`config.mk`:
```
export PLATFORM = sky130hd
export DESIGN_NAME = spike_history_ring
export DESIGN_NICKNAME = d
export VERILOG_FILES = /design/src/rtl/spike_history_ring_pkg.sv /design/src/rtl/spike_history_ring_mem.sv /design/src/rtl/spike_history_ring.sv
export SDC_FILE = /design/constraint.sdc
export NUM_CORES = 1
export LEC_CHECK = 0
export CAP_MARGIN = 10
export CORE_MARGIN = 8
export CORE_UTILIZATION = 57
export CTS_BUF_LIST = sky130_fd_sc_hd__clkbuf_4
export CTS_CLUSTER_DIAMETER = 80
export CTS_CLUSTER_SIZE = 12
export DETAILED_ROUTE_END_ITERATION = 16
export PLACE_DENSITY = 0.88
export SLEW_MARGIN = 20
export SYNTH_ARGS = -nofsm -noshare
export SYNTH_HDL_FRONTEND = slang
export SYNTH_SLANG_ARGS = --single-unit
```
`constraint.sdc`:
```
create_clock -name clk -period 2.1 [get_ports clk]
set_input_delay 0.21 -clock clk [delete_from_list [all_inputs] [get_ports clk]]
set_output_delay 0.21 -clock clk [all_outputs]
set_load 0.05 [all_outputs]
```
`src/rtl/spike_history_ring_pkg.sv`:
```
// Shared widths, depth default and FSM encoding for the spike episode recorder.
// Layer widths mirror the network parameter set; HIST_DEPTH sets the history length.
package spike_history_ring_pkg;

  localparam int Neurons_Layer1 = 8;
  localparam int Neurons_Layer2 = 6;
  localparam int Neurons_Layer3 = 4;
  localparam int HIST_DEPTH     = 4;

  localparam logic [1:0] ST_IDLE   = 2'd0;
  localparam logic [1:0] ST_RECORD = 2'd1;
  localparam logic [1:0] ST_FROZEN = 2'd2;

endpackage

```
`src/rtl/spike_history_ring_mem.sv`:
```
// History storage: DEPTH x W register array, one write port,
// one registered read port, storage deliberately left unreset.
module hist_ring_mem #(
  parameter int DEPTH = 4,
  parameter int W     = 18,
  parameter int AW    = $clog2(DEPTH)
) (
  input  logic          clk,
  input  logic          i_we,
  input  logic [AW-1:0] i_waddr,
  input  logic [W-1:0]  i_wdata,
  input  logic          i_re,
  input  logic [AW-1:0] i_raddr,
  output logic [W-1:0]  o_rdata
);

  logic [W-1:0] r_mem [DEPTH];
  logic [W-1:0] r_q;

  // Read-before-write: a same-cycle overwrite returns the old entry
  always_ff @(posedge clk) begin
    if (i_we) r_mem[i_waddr] <= i_wdata;
    if (i_re) r_q <= r_mem[i_raddr];
  end

  assign o_rdata = r_q;

endmodule

```
`src/rtl/spike_history_ring.sv`:
```
// Episode recorder: per-step snapshots of input/hippo/output spike vectors
// in a circular history, frozen at episode end and read back by age.
module spike_history_ring
  import spike_history_ring_pkg::*;
#(
  parameter int IN_W   = Neurons_Layer1,
  parameter int HID_W  = Neurons_Layer2,
  parameter int OUT_W  = Neurons_Layer3,
  parameter int DEPTH  = HIST_DEPTH,
  parameter int PTR_W  = $clog2(DEPTH),
  parameter int ACC_OR = 1
) (
  input  logic             clk,
  input  logic             reset,
  input  logic             ep_start,
  input  logic             ep_end,
  input  logic             step_commit,
  input  logic [IN_W-1:0]  in_vec,
  input  logic [HID_W-1:0] hid_vec,
  input  logic [OUT_W-1:0] out_vec,
  input  logic             rd_req,
  input  logic [PTR_W-1:0] rd_age,
  output logic             rd_valid,
  output logic             rd_miss,
  output logic [IN_W-1:0]  rd_in,
  output logic [HID_W-1:0] rd_hid,
  output logic [OUT_W-1:0] rd_out,
  output logic [PTR_W:0]   count,
  output logic             recording,
  output logic             frozen
);

  localparam int EW = IN_W + HID_W + OUT_W;
  localparam logic [PTR_W-1:0] LP_LAST  = PTR_W'(DEPTH - 1);
  localparam logic [PTR_W-1:0] LP_ONE   = PTR_W'(1);
  localparam logic [PTR_W:0]   LP_DEPTH = (PTR_W + 1)'(DEPTH);
  localparam logic [PTR_W:0]   LP_CONE  = (PTR_W + 1)'(1);

  logic [1:0]       r_state;
  logic [PTR_W-1:0] r_wr_ptr;
  logic [PTR_W:0]   r_count;
  logic [HID_W-1:0] r_acc_hid;
  logic [OUT_W-1:0] r_acc_out;
  logic             r_rd_valid;
  logic             r_rd_miss;
  logic             r_rd_zero;

  logic             w_rec;
  logic             w_commit;
  logic             w_we;
  logic             w_miss;
  logic [HID_W-1:0] w_hid_next;
  logic [OUT_W-1:0] w_out_next;
  logic [PTR_W-1:0] w_ptr_next;
  logic [PTR_W:0]   w_cnt_next;
  logic [PTR_W-1:0] w_raddr;
  logic [PTR_W-1:0] w_age_addr;
  logic [EW-1:0]    w_wdata;
  logic [EW-1:0]    w_rdata;

  assign w_rec    = (r_state == ST_RECORD);
  assign w_commit = w_rec & (step_commit | ep_end) & ~ep_start;
  assign w_we     = w_commit & ~reset;

  always_comb begin
    w_hid_next = r_acc_hid;
    w_out_next = r_acc_out;
    if (ACC_OR != 0) begin
      w_hid_next = r_acc_hid | hid_vec;
      w_out_next = r_acc_out | out_vec;
    end else begin
      if (hid_vec != '0) w_hid_next = hid_vec;
      if (out_vec != '0) w_out_next = out_vec;
    end
  end

  assign w_ptr_next = (r_wr_ptr == LP_LAST) ? '0 : r_wr_ptr + LP_ONE;
  assign w_cnt_next = (r_count == LP_DEPTH) ? r_count : r_count + LP_CONE;
  assign w_wdata    = {in_vec, w_hid_next, w_out_next};

  // Age to slot: (wr_ptr - 1 - age) mod DEPTH without a modulo operator
  assign w_miss = ({1'b0, rd_age} >= r_count);

  always_comb begin
    w_age_addr = '0;
    if (r_wr_ptr > rd_age)
      w_age_addr = r_wr_ptr - rd_age - LP_ONE;
    else
      w_age_addr = LP_LAST - (rd_age - r_wr_ptr);
  end

  assign w_raddr = w_miss ? '0 : w_age_addr;

  always_ff @(posedge clk) begin
    if (reset) begin
      r_state    <= ST_IDLE;
      r_wr_ptr   <= '0;
      r_count    <= '0;
      r_acc_hid  <= '0;
      r_acc_out  <= '0;
      r_rd_valid <= 1'b0;
      r_rd_miss  <= 1'b0;
      r_rd_zero  <= 1'b1;
    end else begin
      r_rd_valid <= rd_req;
      r_rd_miss  <= rd_req & w_miss;
      if (rd_req) r_rd_zero <= w_miss;
      if (ep_start) begin
        r_state   <= ST_RECORD;
        r_wr_ptr  <= '0;
        r_count   <= '0;
        r_acc_hid <= '0;
        r_acc_out <= '0;
      end else if (w_commit) begin
        r_wr_ptr  <= w_ptr_next;
        r_count   <= w_cnt_next;
        r_acc_hid <= '0;
        r_acc_out <= '0;
        if (ep_end) r_state <= ST_FROZEN;
      end else if (w_rec) begin
        r_acc_hid <= w_hid_next;
        r_acc_out <= w_out_next;
      end
    end
  end

  hist_ring_mem #(
    .DEPTH (DEPTH),
    .W     (EW),
    .AW    (PTR_W)
  ) u_mem (
    .clk     (clk),
    .i_we    (w_we),
    .i_waddr (r_wr_ptr),
    .i_wdata (w_wdata),
    .i_re    (rd_req),
    .i_raddr (w_raddr),
    .o_rdata (w_rdata)
  );

  assign rd_valid  = r_rd_valid;
  assign rd_miss   = r_rd_miss;
  assign rd_in     = r_rd_zero ? '0 : w_rdata[EW-1 -: IN_W];
  assign rd_hid    = r_rd_zero ? '0 : w_rdata[OUT_W +: HID_W];
  assign rd_out    = r_rd_zero ? '0 : w_rdata[OUT_W-1:0];
  assign count     = r_count;
  assign recording = (r_state == ST_RECORD);
  assign frozen    = (r_state == ST_FROZEN);

endmodule

```
# Yosys cells after proc, flatten, opt, wreduce, memory -nomap -nowiden
# Memory sizes are Yosys's and may differ from the RTL's. A register that Yosys moved wholly into a read port is not among the register bits.
# Cells that the tools add are included.
dict set report totals {
  regBits 20
  ramBits 72
  in_bits 26
  mem_count 1
}
dict set report op_classes {
  n_addsub 6
  magnitude_cmp 2
  n_eq_ne 4
  n_mux 11
  bitwise_logic 10
  n_reduce_logical 7
}
# name depth width rd rd_ports_with_merged_regs write_ports line
set memory_table {}
lappend memory_table {u_mem.r_mem 4 18 1 1 1 spike_history_ring_mem.sv:17} ;# logic [W-1:0] r_mem [DEPTH];
# op count
set ops {}
lappend ops {{$mux W8} 1}
lappend ops {{$mux W2} 3}
lappend ops {{$mux W6} 1}
lappend ops {{$or A6 B6 Y6} 1}
lappend ops {{$reduce_and A2 Y1} 3}
lappend ops {{$mux W1} 5}
lappend ops {{$and A1 B1 Y1} 4}
lappend ops {{$eq A2 B2 Y1 const B} 2}
lappend ops {{$mux W4} 1}
lappend ops {{$or A4 B4 Y4} 1}
lappend ops {{$reduce_bool A2 Y1} 2}
lappend ops {{$sub A2 B2 Y2} 2}
lappend ops {{$add A3 B1 Y3 const B} 1}
lappend ops {{$eq A3 B3 Y1 const B} 1}
lappend ops {{$ge A2 B3 Y1} 1}
lappend ops {{$not A1 Y1} 3}
lappend ops {{$reduce_or A3 Y1} 1}
lappend ops {{$add A2 B1 Y2 const B} 1}
lappend ops {{$eq A2 B1 Y1 const B} 1}
lappend ops {{$gt A2 B2 Y1} 1}
lappend ops {{$reduce_or A2 Y1} 1}
lappend ops {{$sub A2 B1 Y2 const B} 1}
lappend ops {{$sub A2 B2 Y2 const A} 1}
lappend ops {{$or A1 B1 Y1} 1}

# Longest topological paths before layout
# Gate-level depths: netlist of run 1.
dict set report logic_depth {
  depth_word 6
  mapped_depth 8
}

# Cells and area by module
# Synthesis of run 1 repeated with hierarchy kept, for this count alone.
dict set report unflattened {
  hier_cells 239
  area_unflattened_um2 4237.8
}
# mod instances cells_each area_each_um2
set modules_own_cells {}
lappend modules_own_cells {hist_ring_mem 1 116 3210.6}
lappend modules_own_cells {spike_history_ring 1 123 1027.2}

# Worst setup path after synthesis of run 1
# No wires, ideal clock.
dict set report synth_path {
  path_type {reg2reg}
  startpoint {register r_count[1], in the netlist count[1]}
  endpoint {register u_mem.r_q[10], in the netlist u_mem.o_rdata[10], read port of u_mem.r_mem, data pin}
  setup_ns 0.167
  arrival_time_ns 2.072
  setup_slack_ns -0.139
  path_stages_with_launch 8
  path_buffers 2
  synth_period_minus_slack_ns 2.239
  path_cell_list {dfxtp_1 > inv_1 > ha_1 > or3b_1 > a22o_1 > buf_6 > buf_6 > a221oi_2}
}
dict set report synth_via {
  elab_chain_len 2
}
# item line
set synth_rtl {}
lappend synth_rtl {{start: declaration} spike_history_ring.sv:41} ;# logic [PTR_W:0] r_count;
lappend synth_rtl {{start signal: assignment} spike_history_ring.sv:116} ;# r_count <= w_cnt_next;
lappend synth_rtl {{$ge A2 B3 Y1} spike_history_ring.sv:82} ;# assign w_miss = ({1'b0, rd_age} >= r_count);
lappend synth_rtl {{$mux W2} spike_history_ring.sv:92} ;# assign w_raddr = w_miss ? '0 : w_age_addr;
lappend synth_rtl {{end: declaration} spike_history_ring_mem.sv:18} ;# logic [W-1:0] r_q;
# No other way between the ends.
# A chain may end at the register's enable or synchronous reset.

# Final worst setup path of run 1
dict set report layout_path {
  startpoint {register r_count[1], in the netlist count[1]}
  endpoint {register u_mem.r_q[5], in the netlist u_mem.o_rdata[5], read port of u_mem.r_mem, data pin}
}
# The elaborated chain is that of the path after synthesis.

==> impl_metrics.csv, run 1 <==
group,metric,value,unit
status,status,"completed",
detailed_routing,drt-total-wl,9.176,mm
timing,period_share,95.28,%
power,peakVddDrop,0.6337,mV
detailed_routing,wire_per_inst,18.54,um
cts,clkTransAtPathRegs,0.16,ns
timing,drv_slew,0,
synthesis,synth_seq_cells,110,
worst_hold_path,hold_class,"input port to register",
timing,skew,0.01574,ns
worst_setup_path,cp_top_family,"compound AO/OA/AOI/OAI gates",
timing,finalHoldViolCount,0,
cts,htreeDepth,3,
cts,clockRootBuffer,"clkbuf_4",
timing,setup_viol,0,
worst_setup_path,critPathLaunchType,"register",
global_route,grt_start_max_net_pins,21,
placement,port_buffers,50,
worst_setup_path,worstPathArrival,2.28,ns
synthesis,synthArstFlopShare,0,%
placement,placed_area,5334,sq um
global_route,grt_util_all_layers,16.70,%
power,cellPowerDensity,734.5,nW/um^2
timing,tightest_slew,0.8305,ns
floorplanning,die_area,11150,sq um
timing,hold_ws,0.3502,ns
detailed_routing,drt_first_iter_violations,143,
placement,placed_cells,479,
worst_setup_path,cp_max_fo,10,
cells_and_area,area_growth,19.82,%
worst_setup_path,end_kind,"register",
cells_and_area,fillers,517,
placement,dpl.hpwl,6.092,mm
synthesis,yosys.area.top_type_share,59.05,%
worst_setup_path,crit_chain,"inv_1 > ha_1 > or3b_1 > a22o_1 > buf_4 > a221oi_1",
cells_and_area,fin_util,70.60,%
detailed_routing,antenna_left,0,
worst_setup_path,slowest_stage,"or3b_1",
floorplanning,die_h,105.6,um
synthesis,netlist_instances,325,
cells_and_area,num-nets-final,423,
synthesis,avgSynthCellArea,14.08,sq um
cts,hold_buffers,0,
global_route,grt_remaining_overflow,0,
synthesis,syn_area,4577,sq um
placement,place.gp.congestion,0.7691,
synthesis,synth_edf_count,90,
worst_setup_path,crit_buf_inv,2,
global_route,grt_pass1_vias,2861,
floorplanning,coreArea,7767,sq um
synthesis,synth_most_common_cell,"edfxtp_1",
placement,place_ws,-0.1791,ns
timing,fin_ws,0.09906,ns
synthesis,synth.net_count,360,
cts,clkSinkCount,110,
flow_run,max-cap-violations,0,
worst_setup_path,crit_path_start,"count[1]$_SDFFE_PP0P_",
worst_setup_path,rr_startpoint,"count[1]$_SDFFE_PP0P_",
floorplanning,initial_core_util,58.92,%
cells_and_area,finish.instance_area,5484,sq um
timing,fmax,499.8,MHz
detailed_routing,drc,0,
worst_setup_path,reg2reg_slack,0.1,ns
worst_setup_path,ff2ff_path_depth,6,
worst_setup_path,rr_endpoint,"u_mem.o_rdata[5]$_DFFE_PP_",
global_route,antenna_found_initial,0,
worst_setup_path,cp_slowest_stage_delay,0.41,ns
floorplanning,die_w,105.6,um
cells_and_area,layout-drive-gt1-share,20.36,%
timing,final.min_clock_period,2.001,ns
cts,cts_tree,"built",
timing,relSlewSlack,44.26,%
detailed_routing,num_vias,2766,
cts,numCtsBuffers,9,
synthesis,synth-main-ff-cell,"edfxtp_1",
detailed_routing,drtPass1Iterations,4,
cts,clock_path_buffers,2,
synthesis,ys_warn_count,0,
timing,rsz0062_at_grt,"false",
synthesis,synth.distinct_cells,37,
global_route,grt_pass1_wl,14.35,mm
synthesis,yosysTopAreaCell,"edfxtp_1",
synthesis,ys_top_cells_by_area,"edfxtp_1 (59%), dfxtp_1 (8.7%), mux2_2 (4.2%), inv_1 (3.5%), a221oi_2 (3.3%)",
synthesis,yosysSeqAreaShare,67.80,%
floorplanning,ioPinCount,51,
worst_setup_path,path_class,"register to register",
worst_setup_path,cp-endpoint,"u_mem.o_rdata[5]$_DFFE_PP_",
cts,clock_latency,0.46,ns
cells_and_area,final_cells,495,
power,leakagePower,0.002071,uW
detailed_routing,via_per_inst,5.588,
worst_setup_path,worstPathRequired,2.38,ns
synthesis,synth_commonest_cells,"edfxtp_1 (90), inv_1 (43), nor2b_1 (22), dfxtp_1 (20)",
worst_setup_path,crit_cells,6,
floorplanning,rows,32,
cells_and_area,diodes,0,
per-layer routing:
layer,vias to the layer above,track usage [%],part of all wire (%)
li1,1317,-,-
met1,1345,19.59,41
met2,86,28.69,52
met3,18,2.801,5.1
met4,0,9.146,2.2
met5,-,0,0
layout by cell type, fill, tap and decap left out, types with 9 or more instances in the layout:
cell type	n
a21oi_1	17
ha_1	9
dlygate4sd2_1	16
mux2_2	17
nor2b_1	22
edfxtp_1	90
inv_1	43
or2_2	12
clkbuf_4	10
buf_4	14
a221oi_2	10
clkdlybuf4s50_1	31
a211oi_1	17
nor2_1	16
dfxtp_1	17
sequential cells by signal (all words and copies together), names as in the netlist:
name and flops:
r_wr_ptr 2, r_acc_hid 6, r_state 2, count 3, r_acc_out 4, rd_valid 1
rd_miss 1, r_rd_zero 1, u_mem.r_mem 72, u_mem.o_rdata 18
worst register-to-register path: cells and delay by family (launching register included):
kind	cells	cell delay, ns
AND/OR/NAND/NOR	1	0.41
adder cells (fa/ha/maj)	1	0.22
flip-flops	1	0.39
AO/OA/AOI/OAI	2	0.53
buffers and inverters	2	0.28
where the power goes:
group,switching (uW),internal [uW]
Combinational,232,175
Clock,686,510
Sequential,21.7,2400
Total,940,3090
area by class of cell:
class / count / area [sq um] / area share (%)
multi-input combinational: 156 / 1224 / 22.31
sequential: 110 / 3107 / 56.65
tap: 102 / 127.6 / 2.327
clock buffer: 10 / 75.07 / 1.369
clock inverter: 6 / 93.84 / 1.711
inverter: 43 / 161.4 / 2.943
timing repair buffer: 68 / 695.7 / 12.69
stage by stage:
stage / total power, uW / TNS [ns]
3_5_place_dp: 2890 / -2.373
6_report: 4028 / 0
5_1_grt: 4155 / 0
4_1_cts: 4046 / 0
2_1_floorplan: 2713 / 0
3_3_place_gp: 2875 / -1.873
what timing repair did:
action,in CTS,in global routing
endpoints found under the setup margin,16,0
resized for setup,17,0
buffers inserted,0,0
logic make-up (layout without fill, tap and decap cells):
kind of cell	Yosys count	in the layout	share of synthesized area (%)
AO/OA/AOI/OAI	63	63	11.32
flip-flops	110	110	67.80
buffers and inverters	59	127	5.467
adder cells (fa/ha/maj)	9	9	2.460
AND/OR/NAND/NOR	65	65	8.037
multiplexers	18	18	4.401
XOR/XNOR	1	1	0.5193
how the worst min path moves through the flow:
| stage | cells after the start | from | to |
|---|---|---|---|
| 2_1_floorplan | 1 | reset | r_state[0]$_SDFFE_PP0P_ |
| 3_3_place_gp | 2 | r_acc_hid[3]$_SDFFE_PP0N_ | r_acc_hid[3]$_SDFFE_PP0N_ |
| 3_5_place_dp | 2 | r_acc_out[1]$_SDFFE_PP0N_ | r_acc_out[1]$_SDFFE_PP0N_ |
| 4_1_cts | 3 | hid_vec[2] | r_acc_hid[2]$_SDFFE_PP0N_ |
| 5_1_grt | 3 | hid_vec[5] | r_acc_hid[5]$_SDFFE_PP0N_ |
| 6_report | 3 | out_vec[0] | r_acc_out[0]$_SDFFE_PP0N_ |
Power figures use the tool's default switching activity.
==> inputs of run 2 (changes only) <==
--- a/config.mk
+++ b/config.mk
@@ -12,7 +12,9 @@
 export CTS_CLUSTER_DIAMETER = 80
 export CTS_CLUSTER_SIZE = 12
 export DETAILED_ROUTE_END_ITERATION = 16
+export MAX_ROUTING_LAYER = met4
 export PLACE_DENSITY = 0.88
+export RECOVER_POWER = 25
 export SLEW_MARGIN = 20
 export SYNTH_ARGS = -nofsm -noshare
 export SYNTH_HDL_FRONTEND = slang
==> impl_metrics.csv, run 2 (same netlist as run 1, synthesis figures left out) <==
group,metric,value,unit
status,status,"completed",
floorplanning,die_w,105.6,um
power,power,4020,uW
cells_and_area,fillers,517,
cells_and_area,final_common_cell,"edfxtp_1",
worst_setup_path,path_class,"register to register",
worst_setup_path,cp_max_fo,10,
floorplanning,ioPinCount,51,
global_route,grt_start_max_net_pins,21,
cells_and_area,layout-drive-gt1-share,20.36,%
placement,port_buffers,50,
worst_setup_path,crit_chain,"inv_1 > ha_1 > or3b_1 > a22o_1 > buf_4 > a221oi_1",
timing,tightest_slew,0.8266,ns
cts,numCtsBuffers,9,
worst_setup_path,crit_cells,6,
timing,rsz0062_at_grt,"false",
cts,clkTransAtPathRegs,0.16,ns
worst_setup_path,crit_buf_inv,2,
placement,placed_area,5334,sq um
timing,final.min_clock_period,1.994,ns
power,leakagePower,0.002074,uW
worst_setup_path,cp_top_family,"compound AO/OA/AOI/OAI gates",
worst_setup_path,slowest_stage,"or3b_1",
worst_setup_path,ff2ff_path_depth,6,
cells_and_area,largest_reg_flops,72,
detailed_routing,drc,0,
cts,htreeDepth,3,
cts,clkSinkCount,110,
worst_setup_path,critPathLaunchType,"register",
global_route,grt_util_all_layers,17.17,%
global_route,grt_remaining_overflow,0,
global_route,antenna_found_initial,0,
placement,placed_cells,479,
detailed_routing,via_per_inst,5.541,
detailed_routing,antenna_left,0,
floorplanning,initial_core_util,58.92,%
detailed_routing,drt_first_iter_violations,120,
timing,finalHoldViolCount,0,
detailed_routing,wire_per_inst,18.61,um
timing,hold_ws,0.3495,ns
global_route,grt_pass1_vias,2866,
cells_and_area,fin_util,70.60,%
cts,clock_latency,0.46,ns
cells_and_area,final_cells,495,
timing,fmax,501.4,MHz
worst_hold_path,whs_path_depth,3,
flow_run,max-cap-violations,0,
worst_setup_path,worstPathArrival,2.27,ns
cts,clock_path_buffers,2,
worst_hold_path,hold_class,"input port to register",
worst_setup_path,rr_endpoint,"u_mem.o_rdata[5]$_DFFE_PP_",
timing,relSlewSlack,44.52,%
floorplanning,rows,32,
cells_and_area,mostFrequentLayoutCells,"edfxtp_1 (90), inv_1 (43), nor2b_1 (22)",
floorplanning,die_area,11150,sq um
cells_and_area,num-nets-final,423,
worst_hold_path,worstHoldEndpoint,"r_acc_out[0]$_SDFFE_PP0N_",
cells_and_area,finish.instance_area,5484,sq um
worst_setup_path,rr_startpoint,"count[1]$_SDFFE_PP0P_",
cells_and_area,diodes,0,
placement,dpl.hpwl,6.092,mm
worst_hold_path,hp-start,"out_vec[0]",
cts,hold_buffers,0,
detailed_routing,num_vias,2743,
worst_setup_path,cp_slowest_stage_delay,0.41,ns
worst_setup_path,worstPathRequired,2.38,ns
worst_setup_path,end_kind,"register",
worst_setup_path,reg2reg_slack,0.11,ns
global_route,grt_pass1_wl,14.33,mm
timing,period_share,94.97,%
timing,setup_viol,0,
cells_and_area,regMostFlops,"u_mem.r_mem",
timing,drv_slew,0,
placement,place.gp.congestion,0.7794,
floorplanning,coreArea,7767,sq um
cts,clockRootBuffer,"clkbuf_4",
detailed_routing,drt-total-wl,9.212,mm
cells_and_area,area_growth,19.82,%
detailed_routing,drtPass1Iterations,4,
power,cellPowerDensity,733.1,nW/um^2
cts,cts_tree,"built",
timing,skew,0.01341,ns
floorplanning,die_h,105.6,um
power,peakVddDrop,0.6338,mV
==> run 2: metrics by stage <==
step	setup TNS [ns]	worst slack, ns
after floorplan	0	0.05291
after global placement	-1.873	-0.1419
after detailed placement	-2.373	-0.1791
after CTS	0	0.06460
after global routing	0	0.02504
final	0	0.1056
==> run 2: metal layers <==
metal  track usage [%]  wire length, um  vias to the layer above
li1                  -                -                     1314
met1             19.66             3894                     1335
met2             28.69             4708                       76
met3             2.558              412                       18
met4             9.146              197                        0
met5                 -                0                        -
==> run 2: final cells by class <==
type / instances / area (sq um) / share of cell area, %
inverter: 43 / 161.4 / 2.943
sequential: 110 / 3107 / 56.65
clock buffer: 10 / 75.07 / 1.369
timing repair buffer: 68 / 695.7 / 12.69
multi-input combinational: 156 / 1224 / 22.31
clock inverter: 6 / 93.84 / 1.711
tap: 102 / 127.6 / 2.327
==> run 2: worst max-delay path by stage <==
stage	start	to	slack, ns
2_1_floorplan	count[1]$_SDFFE_PP0P_	u_mem.o_rdata[10]$_DFFE_PP_	0.05
3_3_place_gp	rd_age[0]	u_mem.o_rdata[16]$_DFFE_PP_	-0.14
3_5_place_dp	rd_age[0]	u_mem.o_rdata[4]$_DFFE_PP_	-0.18
4_1_cts	r_state[1]$_SDFFE_PP0P_	frozen	0.06
5_1_grt	r_state[1]$_SDFFE_PP0P_	frozen	0.03
6_report	count[1]$_SDFFE_PP0P_	u_mem.o_rdata[5]$_DFFE_PP_	0.11
==> run 2: worst reg2reg max path, cell delays in order (launching register included) <==
cell	delay (ns)
dfxtp_2	0.39
inv_1	0.08
ha_1	0.22
or3b_1	0.41
a22o_1	0.25
buf_4	0.20
a221oi_1	0.28
==> run 2: timing repair <==
item	4_1_cts	5_1_grt
setup buffers	0	0
hold endpoints to repair	0	0
setup endpoints to repair	16	0
gates resized for setup	17	0
==> run 2: power by group <==
group | total (uW) | switching (uW) | internal [uW] | leakage [uW]
clock | 1190 | 682 | 510 | 0.0000929
combinational | 404 | 233 | 171 | 0.000995
sequential | 2420 | 21.7 | 2400 | 0.000986
total | 4020 | 937 | 3080 | 0.00207
